### config.mk
export PLATFORM = sky130hd
export DESIGN_NAME = ram_upload_streamer
export DESIGN_NICKNAME = d
export VERILOG_FILES = /design/src/rtl/ram_upload_streamer.sv
export SDC_FILE = /design/constraint.sdc
export NUM_CORES = 1
export LEC_CHECK = 0
export BUFFER_PORTS_ARGS = -buffer_cell sky130_fd_sc_hd__clkbuf_2
export CAP_MARGIN = 20
export CORE_MARGIN = 2
export CORE_UTILIZATION = 54
export DETAILED_ROUTE_END_ITERATION = 6
export PLACE_DENSITY_LB_ADDON = 0.25
export RECOVER_POWER = 100
export SLEW_MARGIN = 20
export SYNTH_ARGS = -nofsm -noshare
export SYNTH_HDL_FRONTEND = slang
export SYNTH_SLANG_ARGS = --single-unit
### constraint.sdc
create_clock -name clk_sys -period 3.3 [get_ports clk_sys]
set_clock_uncertainty 0.1 [all_clocks]
set_input_delay 0.495 -clock clk_sys [delete_from_list [all_inputs] [get_ports clk_sys]]
set_output_delay 0.495 -clock clk_sys [all_outputs]
set_load 0.05 [all_outputs]
### src/rtl/ram_upload_streamer.sv
// Streams a window of main RAM to the HPS over the ioctl upload path.
// The HPS is stalled with ioctl_wait while each byte is fetched through the shared RAM read port.
module ram_upload_streamer #(
  parameter int ADDR_W  = 16,
  parameter int RAM_LAT = 2
) (
  input  logic              clk_sys,
  input  logic              reset,
  input  logic              start,
  input  logic [ADDR_W-1:0] start_addr,
  input  logic [ADDR_W:0]   length,
  output logic              ioctl_upload_req,
  input  logic              ioctl_upload,
  input  logic              ioctl_rd,
  input  logic [ADDR_W-1:0] ioctl_addr,
  output logic [7:0]        ioctl_din,
  output logic              ioctl_wait,
  output logic              ram_rd,
  output logic [ADDR_W-1:0] ram_addr,
  input  logic [7:0]        ram_din,
  output logic              busy,
  output logic              done
);

  typedef enum logic [2:0] {IDLE, REQ, WAIT_UP, ACTIVE, FETCH, DONE} state_t;

  localparam logic [2:0] LAT_LAST = 3'(RAM_LAT);

  state_t            state, state_next;
  logic [ADDR_W-1:0] win_addr, win_addr_next;
  logic [ADDR_W:0]   win_len, win_len_next;
  logic [2:0]        lat_cnt, lat_cnt_next;
  logic              ram_rd_next;
  logic [ADDR_W-1:0] ram_addr_next;
  logic              wait_next;
  logic [7:0]        din_next;

  assign ioctl_upload_req = (state == REQ);
  assign done             = (state == DONE);
  assign busy             = (state != IDLE);

  always_ff @(posedge clk_sys or posedge reset) begin
    if (reset) begin
      state      <= IDLE;
      win_addr   <= '0;
      win_len    <= '0;
      lat_cnt    <= '0;
      ram_rd     <= 1'b0;
      ram_addr   <= '0;
      ioctl_wait <= 1'b0;
      ioctl_din  <= 8'h00;
    end else begin
      state      <= state_next;
      win_addr   <= win_addr_next;
      win_len    <= win_len_next;
      lat_cnt    <= lat_cnt_next;
      ram_rd     <= ram_rd_next;
      ram_addr   <= ram_addr_next;
      ioctl_wait <= wait_next;
      ioctl_din  <= din_next;
    end
  end

  always_comb begin
    state_next    = state;
    win_addr_next = win_addr;
    win_len_next  = win_len;
    lat_cnt_next  = lat_cnt;
    ram_rd_next   = 1'b0;
    ram_addr_next = ram_addr;
    wait_next     = ioctl_wait;
    din_next      = ioctl_din;
    case (state)
      IDLE: begin
        if (start) begin
          win_addr_next = start_addr;
          win_len_next  = length;
          state_next    = REQ;
        end
      end
      REQ:     state_next = WAIT_UP;
      WAIT_UP: if (ioctl_upload) state_next = ACTIVE;
      ACTIVE: begin
        if (!ioctl_upload) begin
          wait_next  = 1'b0;
          state_next = DONE;
        end else if (ioctl_rd) begin
          // Offsets past the window read back as zero without touching RAM.
          if ({1'b0, ioctl_addr} < win_len) begin
            ram_addr_next = win_addr + ioctl_addr;
            ram_rd_next   = 1'b1;
            wait_next     = 1'b1;
            lat_cnt_next  = '0;
            state_next    = FETCH;
          end else begin
            din_next = 8'h00;
          end
        end
      end
      FETCH: begin
        // lat_cnt reaches RAM_LAT exactly when ram_din carries the requested byte.
        if (!ioctl_upload) begin
          wait_next  = 1'b0;
          state_next = DONE;
        end else if (lat_cnt == LAT_LAST) begin
          din_next   = ram_din;
          wait_next  = 1'b0;
          state_next = ACTIVE;
        end else begin
          lat_cnt_next = lat_cnt + 3'd1;
        end
      end
      DONE:    state_next = IDLE;
      default: state_next = IDLE;
    endcase
  end

endmodule

[Word level (Yosys, flattened, before mapping)]
Index checks and enable logic that the tools add are counted.
Operators by class
  equal/unequal tests: 18
  add/subtract/negate cells: 2
  order comparisons: 1
  reductions and logical operators: 9
  multiplexer cells: 30
Operator list (count)
  2-to-1 mux 8 bit: 5
  2-to-1 mux 3 bit: 12
  inequality test 2 bit, second input constant: 9
  less-than comparator 16 x 17 -> 1 bit: 1
  adder 16 bit: 1
  case mux 8 bit (2 select lines): 1
  case mux 3 bit (5 select lines): 1
  AND reduction 6 bit: 2
  equality test 3 x 2 -> 1 bit, second input constant: 3
  2-to-1 mux 1 bit: 9
  inequality test 3 bit, second input constant: 3
  AND reduction 4 bit: 2
  equality test 3 bit, second input constant: 2
  case mux 3 bit (2 select lines): 1
  AND reduction 5 bit: 1
  adder 3 x 1 -> 3 bit, second input constant: 1
  equality test 3 x 1 -> 1 bit, second input constant: 1
  logical NOT 3 bit: 1
  nonzero test 3 bit: 1
  case mux 1 bit (2 select lines): 1
  AND reduction 2 bit: 1
  nonzero test 2 bit: 1
Word-level totals
  output and inout bits: 29
  bits in registers: 65
  input bits: 62
  logic and storage cells: 68

[Depth between registers and ports, before layout]
  depth after elaboration: 5
  mapped depth: 10
  mapped depth without buffers: 10

[Least setup slack after synthesis]
OpenSTA, ideal clock, no wires.
  path kind: input-to-reg
  start point: input port ioctl_addr[2]
  end point: register ram_addr[10]
  data arrival time: 2.254 ns
  required time: 3.072 ns
  stages: 8
  slack: 0.818 ns
  buffers on the path: 1
  library setup time: 0.128 ns
  path through: ha_1 a21oi_1 o21ai_1 a41oi_1 a2111oi_4 nor3_2 buf_2 mux2_1
Between the ends
  cells in the longest elaborated chain, start to end: 2
  elaborated cells between the ends (all ways): 3
  those cells by class: add/sub: 1; order compare: 1; reduce/logical: 1
RTL lines
  from (decl): RTL line 15  | input logic [ADDR_W-1:0] ioctl_addr,
  less-than comparator 16 x 17 -> 1 bit: RTL line 89  | if ({1'b0, ioctl_addr} < win_len) begin
  AND reduction 4 bit (no line)
  to (signal assigned): RTL line 58  | ram_addr <= ram_addr_next;
  to (decl): RTL line 19  | output logic [ADDR_W-1:0] ram_addr,
Several ways; a longest one is shown, not always the timed one.
A chain may end at the register's enable or synchronous reset.

[Worst setup path in the final report]
  start point: register win_len[2]
  end point: register ram_addr[7]
Between the ends
  cells in the longest elaborated chain, start to end: 2
RTL lines
  from (decl): RTL line 31  | logic [ADDR_W:0] win_len, win_len_next;
  from (signal assigned): RTL line 55  | win_len <= win_len_next;
  less-than comparator 16 x 17 -> 1 bit: RTL line 89
  AND reduction 4 bit (no line)
No other way between the ends.

==> flow_summary.toml <==
[logic_synthesis]
async_reset_ff_share_pct = 100.0
synth_edf_count = 0
synth_cells = 371
syn_nets = 466
synth_cell_type_count = 49
synth_warnings = 0
syn-cell-area_um2 = 3730
synthFlopType = "dfrtp_1"
seq_area_frac_synth_pct = 43.61
avgSynthCellArea_um2 = 10.05
ys_seq_elements = 65

[floorplanning]
start_util_pct = 55.20
dieArea_um2 = 7588
dieWidth_um = 87.11
fp.dieH_um = 87.11
rows = 30
pin_count = 91
core_area_um2 = 6756

[hold_path]
min_path_type = "input port to flop"
min_from = "length[14]"
hold_end = "win_len[14]"
hold_path_depth = 3

[timing]
worstMarginPinSlew_ns = 1.277
fin_crit_sh_pct = 80.26
period_needed_ns = 2.649
fin_setup_tns_ns = 0
setup_violations = 0
drv_slew = 0
rsz0062_at_grt = "false"
fmax_mhz = 377.5
hold_violations = 0
max_slew_margin_pct = 14.88

[grt]
overflow = 0
antenna_found_initial = 0
grt_pass1_vias = 3009
grt_max_degree = 28
grt_first_pass_wirelength_um = 13550
grt_use_total_pct = 22.85

[route]
drt_wl_total_um = 8059
wl_per_cell_um = 14.57
dr.pass1.iters = 4
drc = 0
drtIter0Drc = 115
num_vias = 2997
ant_nets = 0
vias_per_cell = 5.420

[power]
ir_drop_mv = 0.4327
p_per_area_nw_per_um2 = 1040
p_leak_nw = 2.131
power.total_mw = 4.640

[clocking]
postCtsResizedCells = 0
clock_sinks = 65
cts_tree = "yes"
clk_latency_ns = 0.35
cts_buffers = 9
cts_setup_buffers = 0
h-tree-depth = 3
cts_hold_buf = 1
max-clock-path-buffers = 2
clk_pin_slew_ns = 0.07
cts_root_buf = "clkbuf_8"

[placed_design]
routabilityCongestion = 0.8783
hpwl_um = 6151
port_buffers = 90

[layout]
nets = 563
syn2layout_area_growth_pct = 19.56
drive_gt1_share_pct = 19.66
antenna_cells = 0

[critical_path]
crit_family = "compound AO/OA/AOI/OAI gates"
critPathBufInv = 2
r2r_slack_ns = 0.65
crit_path_start_kind = "flop"
critPathCaptureType = "flop"
crit_chain = "inv_1 -> ha_1 -> a21oi_1 -> o21ai_0 -> a41oi_1 -> a2111oi_4 -> nor3_1 -> clkbuf_2 -> mux2_1"
crit_fanout = 23
critical_path_class = "flop to flop"
slowest_stage = "clkbuf_2"
crit_path_max_incr_delay_ns = 0.50
rr_startpoint = "win_len[2]"
cp.required_ns = 3.43
reg2reg_to = "ram_addr[7]"
critPathArrivalTime_ns = 2.78
cp_num_cells = 9
r2r_cells = 9

[outcome]
status = "finished clean"

[run]
maxCapViolations = 0
==> report_power, final <==
group	internal (mW)	switching, mW	total, mW
sequential	1.19	0.218	1.41
combinational	0.842	1.61	2.45
clock	0.464	0.317	0.781
total	2.50	2.14	4.64
==> cell usage after synthesis, types with 7 or more instances <==
master / count / area, um^2
dfrtp_1: 65 / 1627
nand2_1: 42 / 157.7
inv_1: 34 / 127.6
ha_1: 32 / 400.4
a21oi_1: 23 / 115.1
nor2_1: 20 / 75.07
mux2_1: 18 / 202.7
o21ai_0: 18 / 90.09
mux2_2: 11 / 123.9
o21ai_1: 11 / 55.05
mux2i_1: 10 / 100.1
a21o_1: 8 / 60.06
xnor2_1: 8 / 70.07
clkbuf_1: 7 / 26.28
==> cell type report <==
type                    count  area (um^2)
inverters                  34        127.6
fillers                   576         2297
well taps                  80        100.1
multi-input cells         260         1917
repair buffers             98        459.2
clock buffers              11        151.4
clock inverters             5        77.57
flip-flops and latches     65         1627
==> stage by stage <==
stage          instance area, um^2  hold slack [ns]  utilization [%]  std cells  setup WS [ns]
2_1_floorplan                 3730           0.3623                -        371         0.8184
3_3_place_gp                  4289           0.3632            63.48        536         0.5223
3_5_place_dp                  4289           0.3695            63.48        536         0.4654
4_1_cts                       4528           0.2423            67.02        553         0.6954
5_1_grt                       4459           0.2579            66.00        553         0.4189
6_report                      4459           0.2513            66.00        553         0.6513
==> cells in the final DEF, fill, tap and decap left out, types with 2 or more instances in the layout <==
cell	count
a21o_1	8
nor3b_1	2
xnor2_1	8
buf_4	2
and3_1	2
mux2i_1	10
mux2_2	11
clkbuf_2	62
nor3_1	4
a31oi_1	4
clkinv_2	2
bufinv_16	2
nor2b_1	2
mux2_1	18
nand3_1	5
a211oi_1	3
dfrtp_1	65
nand2_1	42
o211ai_1	3
nand2b_1	4
clkbuf_1	33
ha_1	32
clkbuf_8	11
a21oi_1	23
xor2_1	5
or3_1	3
inv_1	34
nor2_1	21
o21ai_0	25
o21ai_1	4
==> tightest hold or removal path: stages <==
cell and delay (ns):
clkbuf_2 0.07, nand2_1 0.03, o21ai_0 0.06
==> state kept, by name, indices dropped and copies added (netlist names) <==
signal,count
lat_cnt,3
ioctl_wait,1
ram_rd,1
win_addr,16
ioctl_din,8
state,3
ram_addr,16
win_len,17
==> metal layers <==
metal	vias to the layer above	part of all wire [%]	wire length, um	GRT usage [%]
met4	0	2.6	213	8.531
met1	1404	46	3723	30.23
met3	21	4.3	348	5.403
li1	1494	-	-	-
met5	-	0	0	0
met2	78	47	3772	36.64
==> worst max-delay path by stage <==
stage	slack (ns)	to	startpoint
4_1_cts	0.70	ram_addr[10]	win_addr[0]
3_3_place_gp	0.52	ram_addr[10]	ioctl_addr[0]
6_report	0.65	ram_addr[7]	win_len[2]
5_1_grt	0.42	win_len[11]	reset
3_5_place_dp	0.47	ram_addr[10]	ioctl_addr[0]
2_1_floorplan	0.82	ram_addr[10]	ioctl_addr[2]
==> cells by family (layout without fill, tap and decap cells) <==
kind of cell	after synthesis	in the layout	share of synthesized area, %
AND/OR/NAND/NOR	89	89	10.80
AO/OA/AOI/OAI	86	86	15.03
flip-flops	65	65	43.61
buffers and inverters	46	148	4.797
multiplexers	39	39	11.44
adder cells (fa/ha/maj)	33	33	11.27
XOR/XNOR	13	13	3.053
(Power assumes the default switching activity.)
